===== config.mk =====
export PLATFORM = sky130hd
export DESIGN_NAME = omega_egress_collector
export DESIGN_NICKNAME = d
export VERILOG_FILES = /design/src/rtl/omega_egress_collector.sv
export SDC_FILE = /design/constraint.sdc
export NUM_CORES = 2
export LEC_CHECK = 0
export ABC_CLOCK_PERIOD_IN_PS = 10900
export CORE_ASPECT_RATIO = 1.1
export CORE_UTILIZATION = 30
export CTS_BUF_LIST = sky130_fd_sc_hd__clkbuf_16
export DETAILED_ROUTE_END_ITERATION = 12
export GPL_TIMING_DRIVEN = 1
export HOLD_SLACK_MARGIN = 0.12
export SYNTH_ARGS = -nofsm -noshare
export SYNTH_HDL_FRONTEND = slang
export SYNTH_MEMORY_MAX_BITS = 65536
export SYNTH_SLANG_ARGS = --single-unit

===== constraint.sdc =====
create_clock -name clk -period 10.9 [get_ports clk]
set_clock_uncertainty 0.15 [all_clocks]
set_input_delay 2.725 -clock clk [delete_from_list [all_inputs] [get_ports clk]]
set_output_delay 2.725 -clock clk [all_outputs]
set_load 0.01 [all_outputs]

===== src/rtl/omega_egress_collector.sv =====
// Collects the 2*OMEGA_ARRAY_X omega output lanes into per-lane FIFOs and serialises them round-robin.
// Latency: an edge written at one clock can be presented after the next clock. Throughput is 1 edge per cycle.
// Backpressure: upstream has no ready; stall_out_o rises early, and entries that hit a full FIFO are counted as drops.
module omega_egress_collector #(
  parameter  int OMEGA_ARRAY_X   = 4,
  parameter  int OMEGA_ARRAY_Y   = 3,
  parameter  int VERTEX_ID_WIDTH = 32,
  parameter  int FIFO_DEPTH      = 8,
  localparam int L               = 2 * OMEGA_ARRAY_X,
  localparam int LW              = (L > 1) ? $clog2(L) : 1
) (
  input  logic                         clk,
  input  logic                         rst,
  input  logic [L*VERTEX_ID_WIDTH-1:0] in_src_id_i,
  input  logic [L*VERTEX_ID_WIDTH-1:0] in_dst_id_i,
  input  logic [L-1:0]                 in_valid_i,
  output logic [VERTEX_ID_WIDTH-1:0]   out_src_id_o,
  output logic [VERTEX_ID_WIDTH-1:0]   out_dst_id_o,
  output logic [LW-1:0]                out_lane_o,
  output logic                         out_valid_o,
  input  logic                         out_ready_i,
  output logic                         stall_out_o,
  output logic                         idle_o,
  output logic                         overflow_err_o,
  output logic [15:0]                  drop_count_o
);
  localparam int W  = VERTEX_ID_WIDTH;
  localparam int PW = (FIFO_DEPTH > 1) ? $clog2(FIFO_DEPTH) : 1;
  localparam int CW = PW + 1;
  // Stall while any FIFO holds more than it can still absorb from the omega levels in flight.
  localparam logic [CW-1:0] STALL_TH = CW'(FIFO_DEPTH - (OMEGA_ARRAY_Y + 2));

  logic [2*W-1:0] mem_q    [L][FIFO_DEPTH];
  logic [PW-1:0]  wr_ptr_q [L];
  logic [PW-1:0]  rd_ptr_q [L];
  logic [CW-1:0]  cnt_q    [L];
  logic [CW-1:0]  cnt_d    [L];

  logic [L-1:0]   nonempty, pop, push, drop, over;
  logic           load_en, sel_vld;
  logic [LW-1:0]  sel_lane, rr_ptr_q;
  logic [LW:0]    scan;
  logic [2*W-1:0] head_dat;
  logic [16:0]    drop_sum;

  logic [W-1:0]   out_src_q, out_dst_q;
  logic [LW-1:0]  out_lane_q;
  logic           out_valid_q, stall_q, ovf_q;
  logic [15:0]    drop_cnt_q;

  assign load_en  = ~out_valid_q | out_ready_i;
  assign head_dat = mem_q[sel_lane][rd_ptr_q[sel_lane]];
  assign drop_sum = {1'b0, drop_cnt_q} + 17'($countones(drop));

  for (genvar k = 0; k < L; k++) begin : g_lane
    assign nonempty[k] = cnt_q[k] != '0;
    assign pop[k]      = load_en & sel_vld & (sel_lane == LW'(k));
    // A full FIFO still accepts when its head leaves in the same cycle.
    assign push[k]     = in_valid_i[k] & ((cnt_q[k] < CW'(FIFO_DEPTH)) | pop[k]);
    assign drop[k]     = in_valid_i[k] & ~push[k];
    assign cnt_d[k]    = cnt_q[k] + CW'(push[k]) - CW'(pop[k]);
    assign over[k]     = cnt_d[k] > STALL_TH;

    // Per-lane occupancy and pointers; pointers wrap naturally at the power-of-2 depth.
    always_ff @(posedge clk) begin
      if (rst) begin
        cnt_q[k]    <= '0;
        wr_ptr_q[k] <= '0;
        rd_ptr_q[k] <= '0;
      end else begin
        cnt_q[k] <= cnt_d[k];
        if (push[k]) wr_ptr_q[k] <= wr_ptr_q[k] + PW'(1);
        if (pop[k])  rd_ptr_q[k] <= rd_ptr_q[k] + PW'(1);
      end
    end

    // Lane storage; contents need no reset since occupancy gates every read.
    always_ff @(posedge clk) begin
      if (!rst && push[k]) begin
        mem_q[k][wr_ptr_q[k]] <= {in_src_id_i[k*W +: W], in_dst_id_i[k*W +: W]};
      end
    end
  end

  // Round-robin pick: first non-empty lane at or after rr_ptr, wrapping mod L.
  always_comb begin
    sel_vld  = 1'b0;
    sel_lane = '0;
    scan     = '0;
    for (int i = 0; i < L; i++) begin
      scan = {1'b0, rr_ptr_q} + (LW+1)'(i);
      if (scan >= (LW+1)'(L)) scan = scan - (LW+1)'(L);
      if (!sel_vld && nonempty[scan[LW-1:0]]) begin
        sel_vld  = 1'b1;
        sel_lane = scan[LW-1:0];
      end
    end
  end

  // Output register, arbitration pointer, stall flag and drop accounting.
  always_ff @(posedge clk) begin
    if (rst) begin
      out_src_q   <= '0;
      out_dst_q   <= '0;
      out_lane_q  <= '0;
      out_valid_q <= 1'b0;
      rr_ptr_q    <= '0;
      stall_q     <= 1'b0;
      ovf_q       <= 1'b0;
      drop_cnt_q  <= '0;
    end else begin
      if (load_en) begin
        if (sel_vld) begin
          out_src_q   <= head_dat[2*W-1:W];
          out_dst_q   <= head_dat[W-1:0];
          out_lane_q  <= sel_lane;
          out_valid_q <= 1'b1;
          rr_ptr_q    <= (sel_lane == LW'(L-1)) ? '0 : sel_lane + LW'(1);
        end else begin
          out_valid_q <= 1'b0;
        end
      end
      stall_q <= |over;
      if (|drop) begin
        ovf_q      <= 1'b1;
        drop_cnt_q <= drop_sum[16] ? 16'hFFFF : drop_sum[15:0];
      end
    end
  end

  assign out_src_id_o   = out_src_q;
  assign out_dst_id_o   = out_dst_q;
  assign out_lane_o     = out_lane_q;
  assign out_valid_o    = out_valid_q;
  assign stall_out_o    = stall_q;
  assign overflow_err_o = ovf_q;
  assign drop_count_o   = drop_cnt_q;
  assign idle_o         = ~(|nonempty) & ~out_valid_q;
endmodule


==> results.sh <==
export IMPL_antenna_found_initial=324
export IMPL_grt_ovfl_total=0
export IMPL_first_pass_iters=6
export IMPL_yosysTopAreaCell="edfxtp_1"
export IMPL_worst_setup_path_start_kind="flip-flop"
export IMPL_path_cells="buf_4 > clkinv_1 > ha_1 > nor4bb_1 > nor3_1 > o2bb2ai_1 > or2_1 > a2111oi_0 > o21ai_1 > a221oi_4 > inv_8 > buf_4 > o31ai_2 > o22a_4 > buf_12 > buf_4 > a311oi_1 > o21ai_0 > nand4_1 > nor2_1 > a311oi_1"
export IMPL_instances_no_fill=21600
export IMPL_num_fill_cells=54200
export IMPL_avgSynthCellArea_sq_um=13.1
export IMPL_ys_seq_area_share_pct=74.3
export IMPL_syn_to_final_growth_pct=17.6
export IMPL_grt_start_max_net_pins=167
export IMPL_synth_fa_ha_area_share_pct=0.643
export IMPL_cts_root_buffer="clkbuf_16"
export IMPL_worst_pin_slew_ns=1.40
export IMPL_worstSkewPairLatency_ns=1.06
export IMPL_maxCapViolCount=0
export IMPL_holdPathStages=2
export IMPL_tns_ns=0
export IMPL_post_dp_hpwl_um=419000
export IMPL_final_nets=14200
export IMPL_synth_common_cells="edfxtp_1 (4,144), nand2_1 (4,007), a311oi_1 (822)"
export IMPL_die_area_sq_um=573000
export IMPL_synth_edf_count=4144
export IMPL_synth_main_ff_cell="edfxtp_1"
export IMPL_synth_simple_area_share_pct=15.4
export IMPL_ant_nets=0
export IMPL_h_tree_depth=5
export IMPL_setup_violations=0
export IMPL_cts_resized=0
export IMPL_rsz0062_at_grt="no"
export IMPL_drcViolationCount=0
export IMPL_yosysMostFrequentCell="edfxtp_1"
export IMPL_arrival_ns=10.07
export IMPL_synth_fp_nets=13700
export IMPL_cts_tree="built"
export IMPL_rows=290
export IMPL_layout_drive_gt1_share_pct=7.77
export IMPL_hp_start="overflow_err_o$_SDFFE_PP0P_"
export IMPL_max_stage_delay_ns=0.91
export IMPL_netlist_area_sq_um=171000
export IMPL_numCtsBuffers=414
export IMPL_synth_compound_area_share_pct=6.59
export IMPL_min_to="overflow_err_o$_SDFFE_PP0P_"
export IMPL_synth_mux_area_share_pct=0.556
export IMPL_dpl_cell_count=20800
export IMPL_ys_ff_latch=4265
export IMPL_r2r_cells=21
export IMPL_die_w_um=722
export IMPL_synth_top_family_by_area="simple AND/OR/NAND/NOR gates"
export IMPL_hold_path_class="reg -> reg"
export IMPL_grt_pass1_vias=109000
export IMPL_slowest_stage="o21ai_0"
export IMPL_dp_worst_setup_slack_ns=1.51
export IMPL_endpoint_kind="flip-flop"
export IMPL_r2r_start="rr_ptr_q[1]$_SDFFE_PP0N_"
export IMPL_fp_coreArea_sq_um=567000
export IMPL_worst_slack_ns=1.51
export IMPL_slew_headroom_pct=5.44
export IMPL_syn_inst=13100
export IMPL_critPathMostFrequentCell="buf_4"
export IMPL_clock_path_buffers=4
export IMPL_worstPathMaxFanout=59
export IMPL_synth_area_leaders="edfxtp_1 (73%), nand2_1 (8.8%), a311oi_1 (4.2%)"
export IMPL_finalMaxSlewViolations=0
export IMPL_synth_top_area_share_pct=72.8
export IMPL_synthXorXnorAreaFrac_pct=0.210
export IMPL_async_flop_share_pct=0
export IMPL_max_freq_mhz=106
export IMPL_gp_congestion=0.887
export IMPL_yosysWarningCount=0
export IMPL_clk_pin_slew_worst_paths_ns=0.07
export IMPL_track_usage_pct=22.5
export IMPL_vias=118000
export IMPL_numPortBuffers=609
export IMPL_die_y_um=793
export IMPL_final_core_util_pct=35.4
export IMPL_outcome="finished clean"
export IMPL_ys_types=91
export IMPL_worst_setup_path_type="reg -> reg"
export IMPL_via_per_inst=5.46
export IMPL_hold_violations=0
export IMPL_fin_crit_sh_pct=86.2
export IMPL_initial_utilization_pct=30.1
export IMPL_worstReg2RegEnd="out_src_id_o[21]$_SDFFE_PP0N_"
export IMPL_period_needed_ns=9.39
export IMPL_finalWirelength_um=671000
export IMPL_post_cts_buffers=0
export IMPL_wl_per_cell_um=31.1
export IMPL_drtIter0Drc=15700
export IMPL_clkSinkCount=4265
export IMPL_r2r_slack_ns=1.51
export IMPL_grt_pass1_wl_um=906000
export IMPL_ctsHoldBuffers=0
export IMPL_worstPathRequired_ns=11.58
export IMPL_num_io_pins=610
critical path: cells and delay by family, from the launching register on:
kind | cells | cell delay, ns
AO/OA/AOI/OAI | 9 | 3.95
adder cells (fa/ha/maj) | 1 | 0.81
buffers and inverters | 6 | 1.84
AND/OR/NAND/NOR | 5 | 2.03
flip-flops | 1 | 0.31
cells by family after synthesis:
family	count (synthesis)
multiplexers	89
XOR/XNOR	41
buffers and inverters	989
flip-flops	4265
adder cells (fa/ha/maj)	80
AND/OR/NAND/NOR	6106
AO/OA/AOI/OAI	1495
metal layers:
metal  track usage (%)  vias to the layer above  share of wire, %
met5                 0                        -              0.11
met4              12.0                      120               6.1
met3              5.62                     1505                11
met2              36.2                     7044                47
met1              28.1                    59800                36
li1                  -                    49600                 -
sequential cells by signal (all words and copies together) (netlist names):
name / cells
out_dst_id_o: 32
cnt_q: 32
overflow_err_o: 1
out_src_id_o: 32
wr_ptr_q: 24
out_lane_o: 3
rd_ptr_q: 24
out_valid_o: 1
drop_count_o: 16
rr_ptr_q: 3
stall_out_o: 1
mem_q: 4096
area by class of cell:
type	count	area, sq um	area share [%]
flip-flops and latches	4265	127000	63.1
multi-input cells	7811	40600	20.2
clock buffers	424	10600	5.28
repair buffers	1006	10300	5.12
well taps	7592	9500	4.73
clock inverters	336	2530	1.26
inverters	92	365	0.182
diodes	84	210	0.105
placed cells by master (no fill, tap or decap), types with 121 or more instances in the layout:
master	count
a21oi_1	284
a311oi_1	807
and3_1	519
buf_4	301
clkbuf_16	424
clkdlybuf4s50_1	608
dfxtp_1	121
edfxtp_1	4144
inv_1	195
nand2_1	4005
nand3_1	751
nor2_1	245
nor3_1	284
o21ai_0	183
worst max path at each step:
| stage | startpoint | end | slack, ns |
|---|---|---|---|
| global placement | rr_ptr_q[1]$_SDFFE_PP0N_ | out_src_id_o[21]$_SDFFE_PP0N_ | 1.54 |
| global route | rr_ptr_q[1]$_SDFFE_PP0N_ | drop_count_o[12]$_SDFFE_PP0P_ | 1.33 |
| CTS | rr_ptr_q[1]$_SDFFE_PP0N_ | out_src_id_o[21]$_SDFFE_PP0N_ | 1.46 |
| floorplan | rr_ptr_q[0]$_SDFFE_PP0N_ | mem_q[7][448]$_DFFE_PP_ | 0.1 |
| detailed placement | rr_ptr_q[1]$_SDFFE_PP0N_ | out_src_id_o[21]$_SDFFE_PP0N_ | 1.51 |
| finish | rr_ptr_q[1]$_SDFFE_PP0N_ | out_src_id_o[21]$_SDFFE_PP0N_ | 1.51 |
stage by stage:
stage          hold WS (ns)  area [sq um]
5_1_grt               0.337        201000
2_1_floorplan         0.320        171000
3_3_place_gp          0.288        188000
4_1_cts               0.307        201000
6_report              0.302        201000
3_5_place_dp          0.299        188000
Power is left out: the tool's default activity adds up to more than one toggle a clock period on the data nets, which glitch-free logic cannot reach.
